`src/rtl/mips_avalon_pkg.sv`:
```
// Shared types and constants for the N-master Avalon-MM arbiter.
package mips_avalon_pkg;

  typedef enum logic {
    IDLE = 1'b0,
    BUSY = 1'b1
  } arb_state_t;

  localparam int ARB_FIXED        = 0;
  localparam int ARB_RR           = 1;
  localparam int TIMEOUT_READDATA = 0;

  // Index width that stays at least one bit for a single-master build.
  function automatic int idx_w(input int n);
    return (n > 1) ? $clog2(n) : 1;
  endfunction

endpackage

```
`src/rtl/mips_arb_pick.sv`:
```
// Combinational winner selection: fixed priority (lowest index) or round robin from ptr+1.
module mips_arb_pick
  import mips_avalon_pkg::*;
#(
  parameter int N    = 2,
  parameter int MODE = ARB_FIXED,
  localparam int GW  = idx_w(N)
) (
  input  logic [N-1:0]  req,
  input  logic [GW-1:0] ptr,
  output logic [GW-1:0] win,
  output logic          any
);

  logic [GW-1:0] fx_win, rr_win;

  always_comb begin
    fx_win = '0;
    rr_win = '0;
    any    = |req;
    for (int i = N - 1; i >= 0; i--) begin
      if (req[i]) fx_win = GW'(i);
    end
    // Walk offsets from farthest to nearest so the nearest requester after ptr wins.
    for (int k = N; k >= 1; k--) begin
      for (int i = 0; i < N; i++) begin
        if (req[i] && (((int'(ptr) + k) % N) == i)) rr_win = GW'(i);
      end
    end
    win = (MODE == ARB_RR) ? rr_win : fx_win;
  end

endmodule

```
`src/rtl/mips_avalon_arbiter.sv`:
```
// N-master to 1-slave Avalon-MM arbiter with watchdog and sticky protocol/timeout flags.
module mips_avalon_arbiter
  import mips_avalon_pkg::*;
#(
  parameter int N_MASTERS      = 2,
  parameter int ADDR_W         = 32,
  parameter int DATA_W         = 32,
  parameter int ARB_MODE       = ARB_FIXED,
  parameter int TIMEOUT_CYCLES = 10000,
  localparam int BE_W          = DATA_W / 8,
  localparam int GW            = idx_w(N_MASTERS)
) (
  input  logic                          clk,
  input  logic                          reset,
  input  logic [N_MASTERS*ADDR_W-1:0]   m_address,
  input  logic [N_MASTERS*BE_W-1:0]     m_byteenable,
  input  logic [N_MASTERS-1:0]          m_read,
  input  logic [N_MASTERS-1:0]          m_write,
  input  logic [N_MASTERS*DATA_W-1:0]   m_writedata,
  output logic [N_MASTERS-1:0]          m_waitrequest,
  output logic [DATA_W-1:0]             m_readdata,
  output logic [ADDR_W-1:0]             s_address,
  output logic [BE_W-1:0]               s_byteenable,
  output logic                          s_read,
  output logic                          s_write,
  output logic [DATA_W-1:0]             s_writedata,
  input  logic                          s_waitrequest,
  input  logic [DATA_W-1:0]             s_readdata,
  output logic [GW-1:0]                 grant_id,
  output logic                          proto_err,
  output logic                          timeout_err
);

  localparam int WD_W    = (TIMEOUT_CYCLES > 1) ? $clog2(TIMEOUT_CYCLES + 1) : 1;
  localparam int TO_LAST = (TIMEOUT_CYCLES > 0) ? TIMEOUT_CYCLES - 1 : 0;

  arb_state_t      state_q, state_d;
  logic [GW-1:0]   grant_q, grant_d, rr_ptr_q, rr_ptr_d, pick_win;
  logic [WD_W-1:0] wd_cnt_q, wd_cnt_d;
  logic            proto_err_q, proto_err_d, timeout_err_q, timeout_err_d;
  logic            pick_any, g_rd, g_wr, wd_fire;

  logic [ADDR_W-1:0] addr_a  [N_MASTERS];
  logic [BE_W-1:0]   be_a    [N_MASTERS];
  logic [DATA_W-1:0] wdata_a [N_MASTERS];

  for (genvar i = 0; i < N_MASTERS; i++) begin : g_slice
    assign addr_a[i]  = m_address[i*ADDR_W +: ADDR_W];
    assign be_a[i]    = m_byteenable[i*BE_W +: BE_W];
    assign wdata_a[i] = m_writedata[i*DATA_W +: DATA_W];
  end

  mips_arb_pick #(.N(N_MASTERS), .MODE(ARB_MODE)) u_pick (
    .req (m_read | m_write),
    .ptr (rr_ptr_q),
    .win (pick_win),
    .any (pick_any)
  );

  always_comb begin
    state_d       = state_q;
    grant_d       = grant_q;
    rr_ptr_d      = rr_ptr_q;
    wd_cnt_d      = '0;
    proto_err_d   = proto_err_q;
    timeout_err_d = timeout_err_q;
    g_rd          = m_read[grant_q];
    g_wr          = m_write[grant_q];
    wd_fire       = (TIMEOUT_CYCLES != 0) && (wd_cnt_q == WD_W'(TO_LAST));
    s_address     = addr_a[grant_q];
    s_byteenable  = be_a[grant_q];
    s_writedata   = wdata_a[grant_q];
    s_read        = 1'b0;
    s_write       = 1'b0;
    m_waitrequest = '1;
    m_readdata    = s_readdata;

    case (state_q)
      IDLE: begin
        if (pick_any) begin
          grant_d = pick_win;
          state_d = BUSY;
        end
      end
      BUSY: begin
        wd_cnt_d = wd_cnt_q + 1'b1;
        if (!g_rd && !g_wr) begin
          proto_err_d = 1'b1;
          state_d     = IDLE;
        end else if (wd_fire) begin
          timeout_err_d          = 1'b1;
          m_waitrequest[grant_q] = 1'b0;
          m_readdata             = DATA_W'(TIMEOUT_READDATA);
          state_d                = IDLE;
        end else begin
          // Read+write together is served as a write and flagged.
          s_write = g_wr;
          s_read  = g_rd & ~g_wr;
          if (g_rd && g_wr) proto_err_d = 1'b1;
          if (!s_waitrequest) begin
            m_waitrequest[grant_q] = 1'b0;
            state_d                = IDLE;
          end
        end
        if (state_d == IDLE) begin
          wd_cnt_d = '0;
          if (ARB_MODE == ARB_RR) rr_ptr_d = grant_q;
        end
      end
      default: state_d = IDLE;
    endcase

    // The slave must never see a strobe while reset is held, even mid-transfer.
    if (reset) begin
      s_read        = 1'b0;
      s_write       = 1'b0;
      m_waitrequest = '1;
    end
  end

  always_ff @(posedge clk) begin
    if (reset) begin
      state_q       <= IDLE;
      grant_q       <= '0;
      rr_ptr_q      <= GW'(N_MASTERS - 1);
      wd_cnt_q      <= '0;
      proto_err_q   <= 1'b0;
      timeout_err_q <= 1'b0;
    end else begin
      state_q       <= state_d;
      grant_q       <= grant_d;
      rr_ptr_q      <= rr_ptr_d;
      wd_cnt_q      <= wd_cnt_d;
      proto_err_q   <= proto_err_d;
      timeout_err_q <= timeout_err_d;
    end
  end

  assign grant_id    = grant_q;
  assign proto_err   = proto_err_q;
  assign timeout_err = timeout_err_q;

endmodule

```
`config.mk`:
```
export PLATFORM = sky130hd
export DESIGN_NAME = mips_avalon_arbiter
export DESIGN_NICKNAME = d
export VERILOG_FILES = /design/src/rtl/mips_avalon_pkg.sv /design/src/rtl/mips_arb_pick.sv /design/src/rtl/mips_avalon_arbiter.sv
export SDC_FILE = /design/constraint.sdc
export NUM_CORES = 1
export LEC_CHECK = 0
export ABC_CLOCK_PERIOD_IN_PS = 5600
export CAP_MARGIN = 20
export CORE_AREA = 2 2 109 111
export CTS_CLUSTER_DIAMETER = 150
export DETAILED_ROUTE_END_ITERATION = 6
export DIE_AREA = 0 0 111 113
export GPL_TIMING_DRIVEN = 0
export HOLD_SLACK_MARGIN = 0.06
export PLACE_DENSITY = 0.59
export SLEW_MARGIN = 20
export SYNTH_ARGS = -nofsm -noshare
export SYNTH_HDL_FRONTEND = slang
export SYNTH_SLANG_ARGS = --single-unit
```
`constraint.sdc`:
```
create_clock -name clk -period 5.6 [get_ports clk]
set_input_delay 1.12 -clock clk [delete_from_list [all_inputs] [get_ports clk]]
set_output_delay 1.12 -clock clk [all_outputs]
set_load 0.02 [all_outputs]
```
[Yosys cells after proc, flatten, opt, wreduce, memory -nomap -nowiden]
Index checks and enable logic that the tools add are counted.
Storage, ports and cells
  register bits after elaboration: 18
  latch bits: 0
  bits in writable memories: 0
  memory bits (read-only): 0
  output and inout port bits: 107
  logic and storage cells: 72
  memories: 0
Operators by class
  $add $sub $neg: 1
  $mul: 0
  divide/modulo/power cells: 0
  order comparisons: 3
  eq/ne operators: 2
  shift-type cells: 0
  mux-type cells: 42
  bitwise logic cells: 8
  reduce and logical (&&, ||, !) cells: 11
Operators with widths (number)
  2-to-1 mux 32 bit: 9
  2-to-1 mux 1 bit: 23
  adder 14 x 1 -> 14 bit, second input constant: 1
  equality test 14 bit, second input constant: 1
  2-to-1 mux 4 bit: 3
  2-to-1 mux 2 bit: 5
  AND reduction 3 bit: 2
  NOT 1 bit: 4
  logical AND 1 bit: 3
  OR reduction 3 bit: 1
  >= comparator 2 bit, second input constant: 1
  logical NOT 1 bit: 2
  less-than comparator 1 x 2 -> 1 bit, second input constant: 1
  inequality test 2 x 1 -> 1 bit, second input constant: 1
  NOT 1 -> 2 bit: 1
  NOT 2 bit: 1
  OR 2 bit: 1
  one-hot mux 1 bit (2 select lines): 1
  AND reduction 2 bit: 1
  nonzero test 2 bit: 1
  OR reduction 2 bit: 1
  AND 1 bit: 1
  demux 1 bit (select 1 bit): 1
  >= comparator 1 bit, second input constant: 1

[Depth between registers and ports, before layout]
  depth in word-level cells: 10
  depth in mapped cells: 8

[By module]
Synthesis repeated with hierarchy kept, for this count alone.
Second synthesis, totals
  cell total of the unflattened synthesis: 212
  area total of the unflattened synthesis: 1915.6 um^2
Modules (own cells, without submodules)
  mips_avalon_arbiter: instances 1, cells an instance 210, area an instance 1903.1 um^2, seq. area each 360.3 um^2
  mips_arb_pick: instances 1, cells an instance 2, area an instance 12.5 um^2, seq. area each 0.0 um^2

[Worst setup path before layout]
No wires, ideal clock.
  path kind: register to output
  from: register grant_q (netlist: grant_id)
  to: output m_waitrequest[0]
  arrival: 2.240 ns
  required time: 4.480 ns
  path slack: 2.240 ns
  cell stages (with the launch flop): 8
  buffers on the path: 2
  cell sequence: dfxtp_1 -> clkbuf_1 -> clkbuf_1 -> mux2i_1 -> ha_1 -> nor3b_1 -> a21boi_0 -> nand2b_1
On the way
  word-level cells in the longest chain between the ends: 10
  elaborated cells between the ends (all ways): 18
  those cells by class: order compare (2); mux (11); bitwise (1); reduce/logical (4)
RTL lines
  start, declared: RTL line mips_avalon_arbiter.sv:38  | logic [GW-1:0] grant_q, grant_d, rr_ptr_q, rr_ptr_d, pick_win;
  start signal, assigned: RTL line mips_avalon_arbiter.sv:131  | grant_q <= grant_d;
  less-than comparator 1 x 2 -> 1 bit (not written as such) or >= comparator 1 bit (tied branches): RTL line mips_avalon_arbiter.sv:92, mips_avalon_arbiter.sv:101
  logical AND 1 bit (not written as such): RTL line mips_avalon_arbiter.sv:92, mips_avalon_arbiter.sv:101
  2-to-1 mux 1 bit (not written as such): RTL line mips_avalon_arbiter.sv:92, mips_avalon_arbiter.sv:101
  demux 1 bit (select 1 bit): RTL line mips_avalon_arbiter.sv:92, mips_avalon_arbiter.sv:101
  NOT 2 bit (no source line)
  2-to-1 mux 2 bit: RTL line mips_avalon_arbiter.sv:100  | if (!s_waitrequest) begin
  2-to-1 mux 2 bit: RTL line mips_avalon_arbiter.sv:90  | end else if (wd_fire) begin
  2-to-1 mux 2 bit (*): RTL line mips_avalon_arbiter.sv:87  | if (!g_rd && !g_wr) begin
  2-to-1 mux 2 bit (*): RTL line mips_avalon_arbiter.sv:78  | case (state_q)
  2-to-1 mux 2 bit (*): RTL line mips_avalon_arbiter.sv:114  | if (reset) begin
  end, declared: RTL line mips_avalon_arbiter.sv:20  | output logic [N_MASTERS-1:0] m_waitrequest,
Every way passes the cells marked *; elsewhere a longest branch is shown, timed or not. The select of a mux whose other input is x is not followed.

[Final worst setup path]
  from: input m_write[1]
  to: output m_waitrequest[1]
On the way
  word-level cells in the longest chain between the ends: 7
RTL lines
  start, declared: RTL line mips_avalon_arbiter.sv:18  | input logic [N_MASTERS-1:0] m_write,
  2-to-1 mux 1 bit (not written as such) (2 in series): RTL line mips_avalon_arbiter.sv:68  | g_wr = m_write[grant_q];
  logical NOT 1 bit: RTL line mips_avalon_arbiter.sv:87
  logical AND 1 bit: RTL line mips_avalon_arbiter.sv:87
  2-to-1 mux 2 bit: RTL line mips_avalon_arbiter.sv:87
  2-to-1 mux 2 bit: RTL line mips_avalon_arbiter.sv:78
  2-to-1 mux 2 bit: RTL line mips_avalon_arbiter.sv:114
Every way passes these cells. The select of a mux whose other input is x is not followed.

==> results.md <==
* Routed length per placed instance at 16.9 um
* # DRC at 0
* # IOs at 282
* Final Worst Setup Slack at 1.05 ns
* Filler Cell Count at 1086
* CP top delay family: buffers and inverters
* Multiplexer share of the synthesized area at 42.3%
* Initial antenna violation count at 0
* Cell area after layout at 4940 um2
* Kind of end point of the critical path: primary output
* Syn avg cell area at 8.88 um2
* Most frequent cells in the layout: clkdlybuf4s50_1 (281), mux2_2 (68), nor2b_1 (32)
* CP required at 4.48 ns
* Peak VDD IR at 83.3 uV
* GPL Wtd Cong at 0.818
* CTS tree: built
* Simple-Gate Fraction of Synth Area at 24.9%
* Clock period minus worst slack at 4.55 ns
* Vias per std cell at 4.01
* Layout cells sized above 1 at 16.2%
* PwrDens at 148 nW/um2
* Initial Util at 16.5%
* Count of input and output buffers at 281
* Util after Layout at 43.8%
* Skew-Pair Late Insertion Delay at 0.25 ns
* Cell count after synthesis at 209
* Worst Path Buf+Inv at 2
* Drt first pass iters at 4
* Die height at 113 um
* Num rows at 39
* Largest family of logic cells by synthesized area: multiplexers
* RSZ-0062 raised after global routing: no
* LEAKAGE at 1.78 nW
* Fin. Hold Viols at 0
* Worst R2R Setup Slack at 2.77 ns
* Max-cap violations at 0
* Complex-gate fraction of the synthesized area at 1.48%
* Status: completed
* CTS H-tree depth at 1
* Slowest-stage cell, CP: clkdlybuf4s50_1
* Setup TNS at 0 ns
* Layout area overhead at 166%
* Critical path peak fanout at 4
* Synth Area in Adders at 2.02%
* Detail Route Antenna Nets at 0
* CTS hold repair buffers at 0
* Synth Net Count at 387
* Inserted Clock Buffers at 3
* Internal power at 0.509 mW
* Vias in the first global route at 2580
* Synth Area in XOR/XNOR at 5.66%
* Hold WC Path Type: flip-flop to flip-flop
* Post-Route WL at 10.8 mm
* Sw Share at 30.5%
* Proportion of power drawn by flip-flops and latches at 18.3%
* Dpl cells at 633
* Largest net degree at the start of global routing at 11
* Logic pwr share at 60.5%
* Total GRT Usage at 15.9%
* Worst slew pin tran at 0.591 ns
* CTS sink count at 18
* Switch Pwr at 0.224 mW
* Post-CTS setup buffers at 0
* Die Wd at 111 um
* Total Power at 0.733 mW
* Gr ovfl total at 0
* Root Buffer: clkbuf_16
* YS warnings at 0
* Core area at 11300 um2
* Most common cell after layout, fill and taps aside: clkdlybuf4s50_1
* Worst hold slack at 0.471 ns
* HPWL after DPL at 9.48 mm
* First-pass GRT wire length at 15.6 mm
* Setup-failing EPs final at 0
* Crit-path cells: clkdlybuf4s50_1 > mux2i_1 > ha_1 > nor3b_1 > a21boi_0 > nand2_1 > clkdlybuf4s50_1
* Die area at 12500 um2
* Nets@finish at 673
* Distinct cells, synth at 28
* Rel. slew slack at 60.6%
* Pre-CTS WS at 1.05 ns
* Flops & latches, synth at 18
* Max-slew violation count at 0
* CP Class: primary input to primary output
* Max incr delay on CP at 0.58 ns
* Post-synthesis cell area at 1860 um2
* Worst-path clk slew at 0.05 ns
* Skew final at 0.000312 ns
* Post-Place Cell Area at 4850 um2
* Seq/Total Area, Yosys at 19.4%
* Critical Path Most Common Cell: clkdlybuf4s50_1
* Crit path DAT at 3.43 ns
* Startpoint Class: primary input
* Post-cts repair resize count at 0
* DR vias at 2553
* Max frequency at 220 MHz
* Clock Power Share at 21.2%
* DR iter-0 viols at 73
* Longest Clk Path Bufs at 2
* Diodes inserted at 0
* Final period util at 81.2%
* Non-filler instance count after layout at 637
-- routing by layer --
metal | share of wire (%) | track usage [%] | wire length, um
met1 | 39 | 18.5 | 4250
met2 | 50 | 27.9 | 5380
met3 | 9.3 | 6.53 | 1010
met4 | 1.4 | 3.08 | 150
met5 | 0 | 0 | 0
-- synthesized netlist by cell type --
| library cell | n | share of area [%] |
|---|---|---|
| ha_1 | 3 | 2.0 |
| a21oi_1 | 1 | 0.27 |
| buf_4 | 1 | 0.40 |
| nand4_1 | 4 | 1.3 |
| and4_1 | 1 | 0.47 |
| dfxtp_1 | 18 | 19 |
| inv_1 | 5 | 1.0 |
| nor3b_4 | 1 | 1.0 |
| nand3_1 | 4 | 1.1 |
| nor2b_1 | 32 | 11 |
| mux2_2 | 68 | 41 |
| nand2_1 | 5 | 1.0 |
| nor3b_1 | 1 | 0.40 |
| o21ba_2 | 1 | 0.54 |
| or3b_2 | 1 | 0.47 |
| or4_1 | 2 | 0.81 |
| o21ai_0 | 1 | 0.27 |
| buf_2 | 4 | 1.1 |
| nor2_1 | 23 | 4.7 |
| clkbuf_1 | 8 | 1.6 |
| nor3_1 | 7 | 1.9 |
| xor2_1 | 4 | 1.9 |
| xnor2_1 | 8 | 3.8 |
| and3_1 | 1 | 0.34 |
| nand2b_1 | 1 | 0.34 |
| mux2i_1 | 2 | 1.1 |
| nor4_1 | 1 | 0.34 |
| a21boi_0 | 1 | 0.40 |
-- power groups by stage --
stage                     clock [mW]  sequential, mW  combinational, mW
final                          0.156           0.134              0.443
after global routing           0.165           0.134              0.467
after CTS                      0.159           0.134              0.447
after detailed placement           0           0.137              0.444
after global placement             0           0.137              0.443
after floorplan                    0           0.138              0.180
-- sequential cells by signal (all words and copies together) (netlist names) --
signal       count
grant_id         1
proto_err        1
state_q          1
timeout_err      1
wd_cnt_q        14
-- logic make-up (layout without fill, tap and decap cells) --
family,count (synthesis),after routing
buffers and inverters,18,303
flip-flops,18,18
XOR/XNOR,12,12
AO/OA/AOI/OAI,4,4
multiplexers,70,70
adder cells (fa/ha/maj),3,3
AND/OR/NAND/NOR,84,84
-- final timing paths --
check | to | depth (start not counted) | startpoint
setup reg to reg | wd_cnt_q[9] | 8 | grant_id
hold reg to reg | wd_cnt_q[0] | 1 | wd_cnt_q[0]
setup / recovery | m_waitrequest[1] | 7 | m_write[1]
hold / removal | wd_cnt_q[0] | 1 | wd_cnt_q[0]
-- worst register-to-register path, delay by kind of cell (launching register included) --
family | cells | cell delay, ns
buffers and inverters | 3 | 1.20
muxes | 1 | 0.18
adders and majority gates | 1 | 0.28
and+or+nand+nor | 3 | 0.79
DFF | 1 | 0.32
-- area by class of cell --
class / count / area, um2 / share of cell area (%)
multi-input combinational: 173 / 1420 / 28.7
inverter: 5 / 18.8 / 0.380
timing repair buffer: 281 / 2810 / 57.0
sequential: 18 / 360 / 7.30
clock buffer: 4 / 88.8 / 1.80
tap: 143 / 179 / 3.62
buffer: 13 / 57.6 / 1.17
(Power assumes the default switching activity.)
